<file path="src/rtl/rand_req_pkg.sv">
// Shared constants and state encoding for the random-value request arbiter.
package rand_req_pkg;

   localparam int N_REQ_DEF     = 4;
   localparam int DATA_W_DEF    = 8;
   localparam int MAX_RETRY_DEF = 3;

   typedef enum logic [2:0] {
      ST_IDLE   = 3'd0,
      ST_SAMPLE = 3'd1,
      ST_REDUCE = 3'd2,
      ST_CHECK  = 3'd3,
      ST_DONE   = 3'd4
   } state_t;

endpackage

</file>
<file path="src/rtl/rand_req_arbiter_rr_pick.sv">
// Combinational round-robin picker: first set request at or above the
// pointer, wrapping at N_REQ. The pointer register lives in the parent.
module rr_pick #(
   parameter int N_REQ = 4,
   parameter int IDX_W = 2
) (
   input  logic [N_REQ-1:0] req_i,
   input  logic [IDX_W-1:0] ptr_i,
   output logic [IDX_W-1:0] grant_o,
   output logic             any_o
);

   logic [IDX_W-1:0] idx;

   // Scan from farthest to nearest so the nearest set bit wins.
   always_comb begin
      grant_o = '0;
      any_o   = 1'b0;
      idx     = '0;
      for (int k = N_REQ - 1; k >= 0; k--) begin
         idx = IDX_W'((int'(ptr_i) + k) % N_REQ);
         if (req_i[idx]) begin
            grant_o = idx;
            any_o   = 1'b1;
         end
      end
   end

endmodule

</file>
<file path="src/rtl/rand_req_arbiter.sv">
// Shares one free-running random source among several requesters: grants
// round-robin, samples, reduces modulo the requester's bound by repeated
// subtraction, optionally resamples to avoid repeating the previous value,
// and returns the result with a one-cycle ack.
module rand_req_arbiter
   import rand_req_pkg::*;
#(
   parameter int N_REQ     = N_REQ_DEF,
   parameter int DATA_W    = DATA_W_DEF,
   parameter int MAX_RETRY = MAX_RETRY_DEF
) (
   input  logic                    clk,
   input  logic                    reset,
   input  logic [DATA_W-1:0]       rand_in,
   input  logic [N_REQ-1:0]        req,
   input  logic [N_REQ*DATA_W-1:0] bound,
   input  logic [N_REQ-1:0]        no_repeat,
   output logic [N_REQ-1:0]        ack,
   output logic [DATA_W-1:0]       rand_out,
   output logic                    busy
);

   localparam int IDX_W = (N_REQ > 1) ? $clog2(N_REQ) : 1;
   localparam int RTY_W = (MAX_RETRY > 0) ? $clog2(MAX_RETRY + 1) : 1;

   state_t                         state_q;
   logic [IDX_W-1:0]               ptr_q, ptr_d, g_q;
   logic [DATA_W-1:0]              bound_q, work_q, rand_out_q;
   logic                           nrep_q, busy_q;
   logic [RTY_W-1:0]               retry_q;
   logic [N_REQ-1:0]               ack_q, last_valid_q;
   logic [N_REQ-1:0][DATA_W-1:0]   last_val_q;

   logic [IDX_W-1:0]               pick_idx;
   logic                           pick_any;
   logic                           reduce_done, repeat_hit;

   rr_pick #(
      .N_REQ (N_REQ),
      .IDX_W (IDX_W)
   ) u_pick (
      .req_i   (req),
      .ptr_i   (ptr_q),
      .grant_o (pick_idx),
      .any_o   (pick_any)
   );

   // Next pointer sits just past the winner; explicit wrap keeps
   // non-power-of-two requester counts in range.
   always_comb begin
      ptr_d = (int'(pick_idx) == N_REQ - 1) ? '0 : pick_idx + 1'b1;
   end

   assign reduce_done = (bound_q == '0) || (work_q < bound_q);
   // Retry cap bounds the loop so a stuck source still completes.
   assign repeat_hit  = nrep_q && last_valid_q[g_q] &&
                        (work_q == last_val_q[g_q]) &&
                        (retry_q < RTY_W'(MAX_RETRY));

   // Transaction FSM with registered ack/result/busy and per-requester history.
   always_ff @(posedge clk or posedge reset) begin
      if (reset) begin
         state_q      <= ST_IDLE;
         ptr_q        <= '0;
         g_q          <= '0;
         bound_q      <= '0;
         nrep_q       <= 1'b0;
         work_q       <= '0;
         retry_q      <= '0;
         ack_q        <= '0;
         rand_out_q   <= '0;
         busy_q       <= 1'b0;
         last_val_q   <= '0;
         last_valid_q <= '0;
      end else begin
         ack_q <= '0;
         case (state_q)
            ST_IDLE: begin
               if (pick_any) begin
                  g_q     <= pick_idx;
                  bound_q <= bound[int'(pick_idx)*DATA_W +: DATA_W];
                  nrep_q  <= no_repeat[pick_idx];
                  retry_q <= '0;
                  busy_q  <= 1'b1;
                  ptr_q   <= ptr_d;
                  state_q <= ST_SAMPLE;
               end
            end
            ST_SAMPLE: begin
               work_q  <= rand_in;
               state_q <= ST_REDUCE;
            end
            ST_REDUCE: begin
               if (reduce_done) state_q <= ST_CHECK;
               else             work_q  <= work_q - bound_q;
            end
            ST_CHECK: begin
               if (repeat_hit) begin
                  retry_q <= retry_q + RTY_W'(1);
                  state_q <= ST_SAMPLE;
               end else begin
                  ack_q[g_q] <= 1'b1;
                  rand_out_q <= work_q;
                  state_q    <= ST_DONE;
               end
            end
            ST_DONE: begin
               last_val_q[g_q]   <= work_q;
               last_valid_q[g_q] <= 1'b1;
               busy_q            <= 1'b0;
               state_q           <= ST_IDLE;
            end
            default: state_q <= ST_IDLE;
         endcase
      end
   end

   assign ack      = ack_q;
   assign rand_out = rand_out_q;
   assign busy     = busy_q;

endmodule

</file>
<file path="config.mk">
export PLATFORM = sky130hd
export DESIGN_NAME = rand_req_arbiter
export DESIGN_NICKNAME = d
export VERILOG_FILES = /design/src/rtl/rand_req_pkg.sv /design/src/rtl/rand_req_arbiter_rr_pick.sv /design/src/rtl/rand_req_arbiter.sv
export SDC_FILE = /design/constraint.sdc
export NUM_CORES = 1
export LEC_CHECK = 0
export ABC_CLOCK_PERIOD_IN_PS = 3750
export BUFFER_PORTS_ARGS = -buffer_cell sky130_fd_sc_hd__buf_2
export CAP_MARGIN = 20
export CORE_UTILIZATION = 40
export DETAILED_ROUTE_END_ITERATION = 6
export PLACE_DENSITY = 0.61
export SYNTH_ARGS = -nofsm -noshare
export SYNTH_HDL_FRONTEND = slang
export SYNTH_SLANG_ARGS = --single-unit
</file>
<file path="constraint.sdc">
create_clock -name clk -period 3.75 [get_ports clk]
set_input_delay 0 -clock clk [delete_from_list [all_inputs] [get_ports clk]]
set_output_delay 0 -clock clk [all_outputs]
set_load 0.01 [all_outputs]
</file>
==> impl_results.md <==
- IO Port Bufs: 62
- Critical path startpoint: g_q[0]
- Layout Utilization: 0.4880
- H-Tree Depth: 3
- Gr busiest metal: met2
- Initial antenna violation count: 0
- Max-Cap Viols: 0
- Setup crit end kind: flip-flop
- Layout cells sized above 1: 0.3241
- Async SR Flop Fraction: 1.000
- LEAKAGE: approximately 2.3 nW
- Largest net degree at the start of global routing: 41
- Final Instance Area: 4792 sq um
- RSZ-0062 raised after global routing: false
- Placed insts: 543
- Placeable Area: 9819 sq um
- Syn nets: between 400 and 500
- GRT Util Overall: 0.1755
- Max Slew Vio Count: 0
- Non-filler cells, final: 568
- Total power: ~4 mW
- Gpl congestion: 0.7551
- HP Start: rand_in[5]
- Synthesized flop and latch total: 75
- Fillers: around 940
- Total wire length: 8175 microns
- N_diodes: 0
- Die H: 102.7 microns
- Power per Cell Area: ~860 nW/um^2
- 1st-iter DRT viols: 85
- Minimum clock period: 2.958 ns
- Setup Fix Bufs, Post-CTS: 0
- Worst-margin pin slew: 0.7367 ns
- Final worst setup slack: 0.7922 ns
- Initial core utilization: 0.4130
- Root buffer cell: clkbuf_8
- Die X: 102.7 microns
- Bufs on Longest Clock Path: 2
- Worst-path clk slew: about 0.07 ns
- Grt met2 use: 0.2785
- Endpoints failing setup: 0
- Netlist cell types: 47
- CTS tree: done
- Worst-case vdd ir drop: 0.4334 mV
- Die area: between 10000 and 15000 sq um
- Area delta synth->final: 18.17%
- DRT Pass-1 Iters: 4
- GRT overflow: 0
- Hpwl dp: between 6000 and 7000 microns
- DR vias/cell: 4.993
- Setup_tns: 0 ns
- Multi-input gate area: 2011 sq um
- Drt wl/cell: 14.39 microns
- Hold WC Path Type: input port to flip-flop
- FF-to-FF Start: g_q[0]
- Nets: 490
- Clock skew: 0.009781 ns
- Synth Instances: 366
- Hold Path End: work_q[5]
- Slew headroom: 0.5082
- Final hold violations: 0
- Main flop type after synthesis: dfrtp_1
- Crit path launch type: flip-flop
- Crit path arrival time: 3.19 ns
- Clock sinks: 75
- R2R Path End: rand_out[4]
- Worst-Skew Late Latency: 0.35 ns
- FF-to-FF setup slack: 0.79 ns
- Mean area per synthesized cell: 11.08 sq um
- Reg area: 1877 sq um
- Critical path type: flip-flop to flip-flop
- Reg2Reg Depth: 7
- YS warnings: 0
- First-pass GRT wire length: 14020 microns
- Dpl cell area: 4473 sq um
- Vias in the first global route: ~2800
- Tcrit/Tclk final: 0.7888
- GR Util met1: 0.2409
- WHS Path Cells: 4
- Drc violations: 0
- Crit path max fanout: 17
- Place WS: 0.8147 ns
- Hold WS: 0.03128 ns
- Sequential area share after synthesis: 0.4628
- FMAX: 338.1 MHz
- Post-synthesis cell area: 4055 sq um
- CP required: 3.98 ns
- Met3 GRT Util: 0.04136
- Cell Rows: 36
- CTS buffer count: 9
- Status: complete, no violations
- # IOs: 63
- Number of enable flip-flop cells after synthesis: 0
- DR vias: ~2800
- Routed Antenna Nets: 0
Yosys cell counts (all sizes together) (5+ instances only):
| cell type | count | area (sq um) |
|---|---|---|
| buf | 8 | 46.29 |
| inv | 19 | 71.31 |
| nand2b | 11 | 68.82 |
| xor2 | 6 | 52.55 |
| nor2 | 13 | 48.80 |
| nand2 | 30 | 112.6 |
| clkbuf | 15 | 56.30 |
| nor3 | 5 | 30.03 |
| xnor2 | 10 | 87.58 |
| mux2i | 31 | 310.3 |
| a21oi | 10 | 50.05 |
| dfrtp | 75 | 1877 |
| mux2 | 48 | 559.3 |
| o21ai | 25 | 125.1 |
| ha | 9 | 112.6 |
cells in the final DEF (no fill, tap or decap), types with 9 or more instances in the layout:
cell type,Yosys,layout
inv_1,18,17
a21oi_1,10,10
mux2i_1,31,31
nand2_1,30,30
clkbuf_8,0,9
ha_1,9,9
buf_2,1,62
dfrtp_1,75,75
nand2b_1,11,11
xnor2_1,10,10
o21ai_0,25,25
nor2_1,13,13
mux2_2,40,40
cell families after synthesis:
logic type	share of synthesized area
simple gates	0.1034
mux	0.2367
flops	0.4628
buf+inv	0.04288
compound gates	0.08701
xor+xnor	0.03456
fa+ha+maj	0.03271
critical path, stage by stage (launching register included):
cell      delay [ns]
dfrtp_1         0.53
buf_4           0.32
mux4_2          0.54
xnor2_1         0.16
nand3_1         0.11
a2111o_1        0.37
o21bai_4        0.44
mux2_1          0.37
power breakdown:
| part | total (mW) | leakage, nW | switching (mW) | internal, mW |
|---|---|---|---|---|
| registers | 1.53 | 0.948 | 0.368 | 1.16 |
| logic | 1.90 | 1.27 | 0.907 | 0.990 |
| clock network | 0.681 | 0.102 | 0.303 | 0.379 |
| total | 4.10 | 2.32 | 1.58 | 2.53 |
timing repair:
item	CTS	global route
hold buffers	8	0
resized for setup	0	0
hold endpoints to repair	42	0
sequential cells by signal, summed over array words and instances, names as in the netlist:
name,flops
ptr_q,2
ack,4
busy,1
bound_q,8
work_q,8
retry_q,2
last_valid_q,4
g_q,2
rand_out,8
last_val_q,32
state_q,3
nrep_q,1
worst max path at each step:
stage / depth (start not counted) / end
6_report: 7 / rand_out[4]
2_1_floorplan: 7 / rand_out[0]
5_1_grt: 7 / rand_out[4]
3_3_place_gp: 7 / rand_out[4]
3_5_place_dp: 7 / rand_out[5]
4_1_cts: 7 / rand_out[4]
final cells by class:
type | count | area share
well taps | 133 | 0.03473
inverters | 19 | 0.01488
repair buffers | 76 | 0.09243
clock inverters | 7 | 0.02089
multi-input cells | 249 | 0.4196
clock buffers | 9 | 0.02585
flip-flops and latches | 75 | 0.3916
layer usage:
| layer | part of all wire | wire length (microns) |
|---|---|---|
| met2 | 0.47 | 3858 |
| met5 | 0 | 0 |
| met1 | 0.49 | 4007 |
| met4 | 0.015 | 119 |
| met3 | 0.023 | 189 |
Power figures use the tool's default switching activity.
